## config.mk

```make
export PLATFORM = sky130hd
export DESIGN_NAME = e203_exu_wbck_sched_flat
export DESIGN_NICKNAME = d
export VERILOG_FILES = /design/src/rtl/e203_exu_wbck_sched_if.sv /design/src/rtl/e203_exu_wbck_sched.sv /design/src/flat_wrapper.sv
export SDC_FILE = /design/constraint.sdc
export NUM_CORES = 1
export LEC_CHECK = 0
export BUFFER_PORTS_ARGS = -buffer_cell sky130_fd_sc_hd__clkbuf_2
export CORE_ASPECT_RATIO = 0.9
export CORE_UTILIZATION = 47
export DETAILED_ROUTE_END_ITERATION = 6
export GPL_TIMING_DRIVEN = 1
export PLACE_DENSITY_LB_ADDON = 0.15
export SLEW_MARGIN = 20
export SYNTH_ARGS = -nofsm -noshare
export SYNTH_HDL_FRONTEND = slang
export SYNTH_SLANG_ARGS = --single-unit
```

## constraint.sdc

```tcl
create_clock -name clk -period 2.2 [get_ports clk]
set_clock_uncertainty 0.2 [all_clocks]
set_input_delay 0.11 -clock clk [delete_from_list [all_inputs] [get_ports clk]]
set_output_delay 0.11 -clock clk [all_outputs]
set_load 0.005 [all_outputs]
```

## src/rtl/e203_exu_wbck_sched_if.sv

```systemverilog
`default_nettype none
//==============================================================================
// Module      : e203_exu_wbck_sched_if
// Description : Bundle of the write-back scheduler's handshake and bus signals.
//               Carries the stall input, the ALU and long-pipe write-back
//               request channels, the registered regfile write port and, when
//               E203_WBCK_SCHED_PERF_EN is defined, the perf counter signals.
//   Modports  : slave  - the scheduler (consumes requests, drives grants and
//                        the regfile write port)
//               master - the environment (drives requests, observes grants)
//   Signals   : sched_stall_i                      freeze, no grants while high
//               alu_wbck_i_{valid,ready,wdat,rdidx}    ALU write-back channel
//               longp_wbck_i_{valid,ready,wdat,rdidx}  long-pipe write-back channel
//               rf_wbck_o_{ena,wdat,rdidx}             regfile write port
//               perf_clr_i, perf_conflict_o, perf_starv_o  (perf build only)
// Macro       : E203_WBCK_SCHED_PERF_EN - adds the perf counter signals
// Revision    : 1.0 - initial release
//==============================================================================
interface e203_exu_wbck_sched_if #(
   parameter int XLEN    = 32,
   parameter int RFIDX_W = 5
`ifdef E203_WBCK_SCHED_PERF_EN
   ,
   parameter int PERF_W  = 16
`endif
);

   logic               sched_stall_i;

   logic               alu_wbck_i_valid;
   logic               alu_wbck_i_ready;
   logic [XLEN-1:0]    alu_wbck_i_wdat;
   logic [RFIDX_W-1:0] alu_wbck_i_rdidx;

   logic               longp_wbck_i_valid;
   logic               longp_wbck_i_ready;
   logic [XLEN-1:0]    longp_wbck_i_wdat;
   logic [RFIDX_W-1:0] longp_wbck_i_rdidx;

   logic               rf_wbck_o_ena;
   logic [XLEN-1:0]    rf_wbck_o_wdat;
   logic [RFIDX_W-1:0] rf_wbck_o_rdidx;

`ifdef E203_WBCK_SCHED_PERF_EN
   logic               perf_clr_i;
   logic [PERF_W-1:0]  perf_conflict_o;
   logic [PERF_W-1:0]  perf_starv_o;

   modport slave (
      input  sched_stall_i,
      input  alu_wbck_i_valid,   output alu_wbck_i_ready,
      input  alu_wbck_i_wdat,    input  alu_wbck_i_rdidx,
      input  longp_wbck_i_valid, output longp_wbck_i_ready,
      input  longp_wbck_i_wdat,  input  longp_wbck_i_rdidx,
      output rf_wbck_o_ena,      output rf_wbck_o_wdat,     output rf_wbck_o_rdidx,
      input  perf_clr_i,         output perf_conflict_o,    output perf_starv_o
   );

   modport master (
      output sched_stall_i,
      output alu_wbck_i_valid,   input  alu_wbck_i_ready,
      output alu_wbck_i_wdat,    output alu_wbck_i_rdidx,
      output longp_wbck_i_valid, input  longp_wbck_i_ready,
      output longp_wbck_i_wdat,  output longp_wbck_i_rdidx,
      input  rf_wbck_o_ena,      input  rf_wbck_o_wdat,     input  rf_wbck_o_rdidx,
      output perf_clr_i,         input  perf_conflict_o,    input  perf_starv_o
   );
`else
   modport slave (
      input  sched_stall_i,
      input  alu_wbck_i_valid,   output alu_wbck_i_ready,
      input  alu_wbck_i_wdat,    input  alu_wbck_i_rdidx,
      input  longp_wbck_i_valid, output longp_wbck_i_ready,
      input  longp_wbck_i_wdat,  input  longp_wbck_i_rdidx,
      output rf_wbck_o_ena,      output rf_wbck_o_wdat,     output rf_wbck_o_rdidx
   );

   modport master (
      output sched_stall_i,
      output alu_wbck_i_valid,   input  alu_wbck_i_ready,
      output alu_wbck_i_wdat,    output alu_wbck_i_rdidx,
      output longp_wbck_i_valid, input  longp_wbck_i_ready,
      output longp_wbck_i_wdat,  output longp_wbck_i_rdidx,
      input  rf_wbck_o_ena,      input  rf_wbck_o_wdat,     input  rf_wbck_o_rdidx
   );
`endif

endinterface : e203_exu_wbck_sched_if
`default_nettype wire

```

## src/rtl/e203_exu_wbck_sched.sv

```systemverilog
`default_nettype none
//==============================================================================
// Module      : e203_exu_wbck_sched
// Description : Schedules the single integer regfile write port between the
//               short-pipe ALU write-back and the arbitrated long-pipe
//               write-back. The long pipe wins by default because it retires
//               OITF entries in order; a starvation counter forces one ALU
//               grant after STARV_MAX consecutive lost cycles. The granted
//               result is registered once and drives the regfile write port.
//   Ports     : clk   - clock
//               rst   - asynchronous active-high reset
//               wbck  - e203_exu_wbck_sched_if.slave (stall, ALU and long-pipe
//                       request channels, regfile write port, perf signals)
//   Params    : XLEN, RFIDX_W, STARV_MAX (1..2**CNT_W-1), CNT_W, PERF_W
// Macro       : E203_WBCK_SCHED_PERF_EN - enables the saturating conflict and
//               forced-grant perf counters with synchronous clear
// Revision    : 1.0 - initial release
//==============================================================================
module e203_exu_wbck_sched #(
   parameter int XLEN      = 32,
   parameter int RFIDX_W   = 5,
   parameter int STARV_MAX = 4,
   parameter int CNT_W     = 3
`ifdef E203_WBCK_SCHED_PERF_EN
   ,
   parameter int PERF_W    = 16
`endif
) (
   input  wire logic                  clk,
   input  wire logic                  rst,
   e203_exu_wbck_sched_if.slave       wbck
);

   localparam logic [CNT_W-1:0]   STARV_LIM = CNT_W'(STARV_MAX);
   localparam logic [RFIDX_W-1:0] IDX_ZERO  = '0;

   // Arbitration priority: long pipe by default, ALU only for one forced slot.
   typedef enum logic [0:0] {
      PRI_LONGP = 1'b0,
      PRI_ALU   = 1'b1
   } pri_t;

   pri_t               pri;
   logic [CNT_W-1:0]   starv_cnt;

   logic               rf_ena;
   logic [XLEN-1:0]    rf_wdat;
   logic [RFIDX_W-1:0] rf_rdidx;

   logic               stall;
   logic               alu_valid;
   logic               longp_valid;
   logic               alu_ready;
   logic               longp_ready;
   logic               alu_fire;
   logic               longp_fire;
   logic               any_fire;
   logic [XLEN-1:0]    sel_wdat;
   logic [RFIDX_W-1:0] sel_rdidx;
   logic               starv_hit;

   assign stall       = wbck.sched_stall_i;
   assign alu_valid   = wbck.alu_wbck_i_valid;
   assign longp_valid = wbck.longp_wbck_i_valid;

   //---------------------------------------------------------------------------
   // Grants. Each ready looks only at the *other* requester's valid, so a
   // requester can see its grant before it asserts valid, and the two readies
   // are never both high while both valids are high: one fire per cycle.
   //---------------------------------------------------------------------------
   assign longp_ready = ~stall & ((pri == PRI_LONGP) | ~alu_valid);
   assign alu_ready   = ~stall & ((pri == PRI_ALU)   | ~longp_valid);

   assign alu_fire    = alu_valid   & alu_ready;
   assign longp_fire  = longp_valid & longp_ready;
   assign any_fire    = alu_fire | longp_fire;

   // Only one side can fire, so a plain two-way select is enough.
   assign sel_wdat    = longp_fire ? wbck.longp_wbck_i_wdat  : wbck.alu_wbck_i_wdat;
   assign sel_rdidx   = longp_fire ? wbck.longp_wbck_i_rdidx : wbck.alu_wbck_i_rdidx;

   // The ALU has lost STARV_MAX cycles in a row and is still waiting.
   assign starv_hit   = alu_valid & (starv_cnt == STARV_LIM);

   assign wbck.alu_wbck_i_ready   = alu_ready;
   assign wbck.longp_wbck_i_ready = longp_ready;

   //---------------------------------------------------------------------------
   // Priority FSM and starvation counter. Everything freezes during stall.
   // The counter counts consecutive cycles in which the ALU was valid but
   // refused; dropping valid or winning a grant restarts the count.
   //---------------------------------------------------------------------------
   always_ff @(posedge clk or posedge rst) begin
      if (rst) begin
         pri       <= PRI_LONGP;
         starv_cnt <= '0;
      end else if (!stall) begin
         case (pri)
            PRI_LONGP: begin
               if (starv_hit) begin
                  // Hand the next slot to the ALU and restart the count.
                  pri       <= PRI_ALU;
                  starv_cnt <= '0;
               end else if (alu_fire || !alu_valid) begin
                  starv_cnt <= '0;
               end else if (starv_cnt != STARV_LIM) begin
                  starv_cnt <= starv_cnt + 1'b1;
               end
            end
            PRI_ALU: begin
               // The forced slot is used by an ALU fire or forfeited when the
               // ALU withdraws; either way the long pipe regains priority.
               if (alu_fire || !alu_valid) begin
                  pri <= PRI_LONGP;
               end
               starv_cnt <= '0;
            end
            default: begin
               pri       <= PRI_LONGP;
               starv_cnt <= '0;
            end
         endcase
      end
   end

   //---------------------------------------------------------------------------
   // Regfile write port: one register stage after the fire. x0 writes still
   // complete the handshake but never raise the enable. Data and index hold
   // across idle cycles so the port does not toggle needlessly.
   //---------------------------------------------------------------------------
   always_ff @(posedge clk or posedge rst) begin
      if (rst) begin
         rf_ena   <= 1'b0;
         rf_wdat  <= '0;
         rf_rdidx <= '0;
      end else begin
         rf_ena <= any_fire & (sel_rdidx != IDX_ZERO);
         if (any_fire) begin
            rf_wdat  <= sel_wdat;
            rf_rdidx <= sel_rdidx;
         end
      end
   end

   assign wbck.rf_wbck_o_ena   = rf_ena;
   assign wbck.rf_wbck_o_wdat  = rf_wdat;
   assign wbck.rf_wbck_o_rdidx = rf_rdidx;

`ifdef E203_WBCK_SCHED_PERF_EN
   //---------------------------------------------------------------------------
   // Perf counters. Both saturate at all-ones; clear has priority over a
   // same-cycle increment. A forced grant is an ALU fire taken in PRI_ALU.
   //---------------------------------------------------------------------------
   logic [PERF_W-1:0] perf_conflict;
   logic [PERF_W-1:0] perf_starv;
   logic              conflict_evt;
   logic              forced_evt;

   assign conflict_evt = alu_valid & longp_valid & ~stall;
   assign forced_evt   = alu_fire & (pri == PRI_ALU);

   always_ff @(posedge clk or posedge rst) begin
      if (rst) begin
         perf_conflict <= '0;
         perf_starv    <= '0;
      end else if (wbck.perf_clr_i) begin
         perf_conflict <= '0;
         perf_starv    <= '0;
      end else begin
         if (conflict_evt && !(&perf_conflict)) begin
            perf_conflict <= perf_conflict + 1'b1;
         end
         if (forced_evt && !(&perf_starv)) begin
            perf_starv <= perf_starv + 1'b1;
         end
      end
   end

   assign wbck.perf_conflict_o = perf_conflict;
   assign wbck.perf_starv_o    = perf_starv;
`endif

endmodule : e203_exu_wbck_sched
`default_nettype wire
```

## src/flat_wrapper.sv

```systemverilog
// flat-port wrapper written by rule: the top's interface ports become plain ports
module e203_exu_wbck_sched_flat 
#(
   parameter int XLEN      = 32,
   parameter int RFIDX_W   = 5,
   parameter int STARV_MAX = 4,
   parameter int CNT_W     = 3

)
  (clk, rst, wbck_sched_stall_i, wbck_alu_wbck_i_valid, wbck_alu_wbck_i_ready, wbck_alu_wbck_i_wdat, wbck_alu_wbck_i_rdidx, wbck_longp_wbck_i_valid, wbck_longp_wbck_i_ready, wbck_longp_wbck_i_wdat, wbck_longp_wbck_i_rdidx, wbck_rf_wbck_o_ena, wbck_rf_wbck_o_wdat, wbck_rf_wbck_o_rdidx);
  e203_exu_wbck_sched_if #(.XLEN(XLEN), .RFIDX_W(RFIDX_W)) wbck_i ();
  input  wire logic clk;
  input  wire logic rst;
  input wire logic [$bits(wbck_i.sched_stall_i)-1:0] wbck_sched_stall_i;
  input wire logic [$bits(wbck_i.alu_wbck_i_valid)-1:0] wbck_alu_wbck_i_valid;
  output wire logic [$bits(wbck_i.alu_wbck_i_ready)-1:0] wbck_alu_wbck_i_ready;
  input wire logic [$bits(wbck_i.alu_wbck_i_wdat)-1:0] wbck_alu_wbck_i_wdat;
  input wire logic [$bits(wbck_i.alu_wbck_i_rdidx)-1:0] wbck_alu_wbck_i_rdidx;
  input wire logic [$bits(wbck_i.longp_wbck_i_valid)-1:0] wbck_longp_wbck_i_valid;
  output wire logic [$bits(wbck_i.longp_wbck_i_ready)-1:0] wbck_longp_wbck_i_ready;
  input wire logic [$bits(wbck_i.longp_wbck_i_wdat)-1:0] wbck_longp_wbck_i_wdat;
  input wire logic [$bits(wbck_i.longp_wbck_i_rdidx)-1:0] wbck_longp_wbck_i_rdidx;
  output wire logic [$bits(wbck_i.rf_wbck_o_ena)-1:0] wbck_rf_wbck_o_ena;
  output wire logic [$bits(wbck_i.rf_wbck_o_wdat)-1:0] wbck_rf_wbck_o_wdat;
  output wire logic [$bits(wbck_i.rf_wbck_o_rdidx)-1:0] wbck_rf_wbck_o_rdidx;
  assign wbck_i.sched_stall_i = wbck_sched_stall_i;
  assign wbck_i.alu_wbck_i_valid = wbck_alu_wbck_i_valid;
  assign wbck_alu_wbck_i_ready = wbck_i.alu_wbck_i_ready;
  assign wbck_i.alu_wbck_i_wdat = wbck_alu_wbck_i_wdat;
  assign wbck_i.alu_wbck_i_rdidx = wbck_alu_wbck_i_rdidx;
  assign wbck_i.longp_wbck_i_valid = wbck_longp_wbck_i_valid;
  assign wbck_longp_wbck_i_ready = wbck_i.longp_wbck_i_ready;
  assign wbck_i.longp_wbck_i_wdat = wbck_longp_wbck_i_wdat;
  assign wbck_i.longp_wbck_i_rdidx = wbck_longp_wbck_i_rdidx;
  assign wbck_rf_wbck_o_ena = wbck_i.rf_wbck_o_ena;
  assign wbck_rf_wbck_o_wdat = wbck_i.rf_wbck_o_wdat;
  assign wbck_rf_wbck_o_rdidx = wbck_i.rf_wbck_o_rdidx;
  e203_exu_wbck_sched #(.XLEN(XLEN), .RFIDX_W(RFIDX_W), .STARV_MAX(STARV_MAX), .CNT_W(CNT_W)) u_core (.clk(clk), .rst(rst), .wbck(wbck_i));
endmodule
```

==> impl_results.rst <==
.. list-table::
   :header-rows: 1

   * - Metric
     - Value
   * - Run status
     - completed
   * - Via count of the first global-routing pass
     - 2338
   * - Diodes inserted
     - 0
   * - Relative slew slack
     - 37.3%
   * - Max Clk Rate
     - 0.523 GHz
   * - Post-route total power
     - ~2.0 mW
   * - Synthesized netlist cell count
     - 243
   * - Static power due to leakage
     - 1.64 nW
   * - Clock slew at the register clock pins of the worst setup and hold paths
     - ~0.08 ns
   * - Routed wire length per instance
     - 14.6 um
   * - Endpoint arrival time on the critical path
     - 1.60 ns
   * - Site row count
     - 23
   * - Post-synthesis async set-or-reset flop share
     - 100%
   * - Syn. warnings
     - 0
   * - Setup TNS
     - 0 ns
   * - Number of levels the H-tree was split into
     - 2
   * - Share of the yosys chip area belonging to registers
     - 48.3%
   * - Utilization after layout
     - between 70 and 80%
   * - Hold path start
     - wbck_longp_wbck_i_valid
   * - Cell family contributing the most delay on the critical path
     - buffers and inverters
   * - Area growth from synthesis to layout
     - 63.4%
   * - Maximum fanout encountered on the critical timing path
     - 39
   * - Register bit total from synthesis
     - 42
   * - Maximum ir drop on the vdd rail
     - 0.000350 V
   * - Dominant synthesized flop cell
     - dfrtp_1
   * - Vias per cell
     - around 5.2
   * - Length of the first detailed-routing pass in iterations
     - 4
   * - Worst skew pair latency
     - 0.28 ns
   * - Post-synth EDFFs
     - 0
   * - Vert. Die Dim
     - 66.6 um
   * - Post-synthesis instance area
     - 2180 um2
   * - HP Class
     - in -> reg
   * - Global-route usage over all layers
     - ~29%
   * - Number of nets in the finished design
     - 506
   * - Clock root cell
     - clkbuf_8
   * - Detailed placer's ending HPWL
     - ~3.7 mm
   * - Critical setup path kind
     - in -> out
   * - DIE AREA
     - slightly below 5000 um2
   * - Buffers inserted during post-CTS setup optimization
     - 0
   * - Number of max-cap violations
     - 0
   * - Unrepaired setup endpoints after global routing
     - no
   * - Buffers plus inverters on the worst setup path
     - 4
   * - Sequence of cells on the critical path
     - dlygate4sd3_1 -> clkbuf_2 -> a21o_4 -> inv_8 -> clkbuf_2
   * - Largest stage delay on the critical path
     - about 0.53 ns
   * - Slowest cell on crit path
     - dlygate4sd3_1
   * - Transition time at the pin with the least slew margin
     - 0.935 ns
   * - TritonCTS Buffers
     - 5
   * - Total congestion overflow after global routing
     - 0
   * - Clock tree from TritonCTS
     - done
   * - CP dominant cell by count
     - clkbuf_2
   * - Die Wd
     - 73.7 um
   * - Destination of the worst hold path
     - u_core.wbck.rf_wbck_o_wdat[11]$_DFFE_PP0P_
   * - Count of different cell masters after synthesis
     - 30
   * - Required time worst endpoint
     - 1.89 ns
   * - Initial detailed-routing violation count
     - between 200 and 250
   * - Endpoint kind of the worst setup timing path
     - output port
   * - Proportion of layout cells with a drive suffix above 1
     - 31.8%
   * - Reg-to-Reg Start
     - u_core.pri$_DFFE_PP0N_
   * - Number of cells traversed by the worst register-to-register path
     - 4
   * - Ratio of final minimum period to clock period
     - just under 90%
   * - Slack of the worst reg-to-reg path
     - approximately 0.50 ns
   * - Quantity of I/O buffers inserted on ports
     - 118
   * - Largest net degree at the start of global routing
     - 42
   * - PwrDens
     - 549 nW/um2
   * - Number of design rule violations left after detail routing
     - 0
   * - Worst R2R End
     - u_core.wbck.rf_wbck_o_ena$_DFF_PP0_
   * - Antenna violations before repair
     - 0
   * - Hold Slack
     - approximately 0.13 ns
   * - Number of buffers on the longest clock path
     - 2
   * - Final setup violation count
     - 0
   * - Startpoint type of the worst setup path
     - input port
   * - Remaining antenna violation count
     - 0
   * - Minimum clock period
     - 1.91 ns
   * - Core ar.
     - 4460 um2
   * - Routed WL
     - 7.07 mm
   * - Final number of hold-violating endpoints
     - 0
   * - First-pass GRT wire length
     - approximately 11 mm
   * - Initial Utilization
     - 48.8%
   * - I/O pin count
     - 119
   * - Number of cells on the worst hold path
     - 3
   * - Max-slew violation count
     - 0
   * - Net Count, Synth
     - roughly 320
   * - Routed via count
     - 2545
   * - Routability congestion estimate
     - 0.845
   * - Num Clock Sinks
     - between 40 and 50
   * - Avg Cell Area, Syn
     - approximately 9 um2
## worst max path at each step
stage	startpoint	to	slack, ns	cells after the start
final	wbck_sched_stall_i	wbck_longp_wbck_i_ready	0.29	5
after global routing	wbck_sched_stall_i	wbck_longp_wbck_i_ready	0.21	5
after CTS	wbck_sched_stall_i	wbck_longp_wbck_i_ready	0.12	5
after detailed placement	u_core.pri$_DFFE_PP0N_	u_core.wbck.rf_wbck_o_ena$_DFF_PP0_	0.07	4
after global placement	u_core.pri$_DFFE_PP0N_	u_core.wbck.rf_wbck_o_ena$_DFF_PP0_	0.09	4
after floorplan	u_core.pri$_DFFE_PP0N_	u_core.wbck.rf_wbck_o_wdat[19]$_DFFE_PP0P_	0.77	5
## metal layers
metal,GRT usage [%],up-vias,routed length (um)
met2,49.3,127,3580
met3,4.84,17,469
met4,12.7,0,150
met5,0,-,0
li1,-,1243,-
met1,35.5,1158,2880
## synth_stat cells (2+ instances only)
library cell / count / share of area, %
inv_1: 3 / 0.52
dfrtp_1: 42 / 48
buf_6: 4 / 2.1
a31oi_1: 38 / 11
nand3_1: 37 / 8.5
nand2_1: 4 / 0.69
o21ai_0: 22 / 5.1
buf_12: 2 / 1.8
buf_2: 10 / 2.3
o21ai_1: 15 / 3.4
buf_4: 4 / 1.4
ha_1: 2 / 1.1
nor2_1: 39 / 6.7
or4_1: 2 / 0.69
clkbuf_1: 4 / 0.69
## registers in the layout, indices dropped and copies added, names as in the netlist
signal	count
u_core.pri	1
u_core.starv_cnt	3
u_core.wbck.rf_wbck_o_ena	1
u_core.wbck.rf_wbck_o_rdidx	5
u_core.wbck.rf_wbck_o_wdat	32
## report_power, final
group,switching (mW),internal [mW],leakage [nW],total [mW]
registers,0.0560,0.869,0.482,0.925
clock network,0.247,0.242,0.0431,0.490
logic,0.252,0.286,1.11,0.537
total,0.555,1.40,1.64,1.95
## layout make-up
type,instances,area [um2]
clock buffers,6,82.6
fillers,312,903
inverters,5,26.3
multi-input cells,171,921
flip-flops and latches,42,1050
well taps,62,77.6
repair buffers,200,1400
## worst register-to-register path: cells and delay by family (launching register included)
kind            cells  cell delay, ns
compound gates      2            0.71
buf+inv             1            0.18
flops               1            0.41
simple gates        1            0.08
## cells in the final DEF (no fill, tap or decap)
| master | synthesis | final |
|---|---|---|
| clkbuf_8 | 0 | 6 |
| nor2_1 | 39 | 39 |
| nor3b_1 | 1 | 1 |
| clkbuf_2 | 1 | 118 |
| nor4_1 | 1 | 1 |
| nand3_1 | 37 | 37 |
| o21ai_0 | 22 | 22 |
| clkinv_1 | 0 | 1 |
| o21ba_2 | 1 | 1 |
| ha_1 | 2 | 2 |
| inv_1 | 3 | 2 |
| o21ai_1 | 15 | 15 |
| a21o_4 | 1 | 1 |
| inv_8 | 0 | 1 |
| inv_2 | 1 | 1 |
| nor4b_1 | 1 | 1 |
| a32o_1 | 1 | 1 |
| mux2i_1 | 1 | 1 |
| nor2b_1 | 1 | 1 |
| buf_4 | 4 | 5 |
| dlygate4sd3_1 | 0 | 77 |
| a21o_1 | 1 | 1 |
| or4_1 | 2 | 2 |
| nand3_2 | 1 | 1 |
| and4bb_2 | 1 | 1 |
| dfrtp_1 | 42 | 42 |
| a31oi_1 | 38 | 38 |
| a211oi_1 | 1 | 1 |
| nand2_1 | 4 | 4 |
## timing repair
item	in CTS	in global routing
gates resized for setup	1	1
endpoints found under the setup margin	1	1
endpoints found under the hold margin	66	0
hold buffers	77	0
## metrics by stage
| stage | area [um2] | worst slack, ns | instances |
|---|---|---|---|
| 2_1_floorplan | 2180 | 0.768 | 243 |
| 3_3_place_gp | 2700 | 0.0882 | 403 |
| 3_5_place_dp | 2700 | 0.0742 | 403 |
| 4_1_cts | 3550 | 0.119 | 486 |
| 5_1_grt | 3560 | 0.206 | 486 |
| 6_report | 3560 | 0.288 | 486 |
## cell families (layout without fill, tap and decap cells)
kind of cell | after synthesis | after routing | synth area share (%)
compound gates | 80 | 80 | 21.7
fa+ha+maj | 2 | 2 | 1.15
buf+inv | 30 | 211 | 9.42
flops | 42 | 42 | 48.3
mux | 1 | 1 | 0.460
simple gates | 88 | 88 | 19.0
Note: power is estimated with default switching activity, not from simulation.
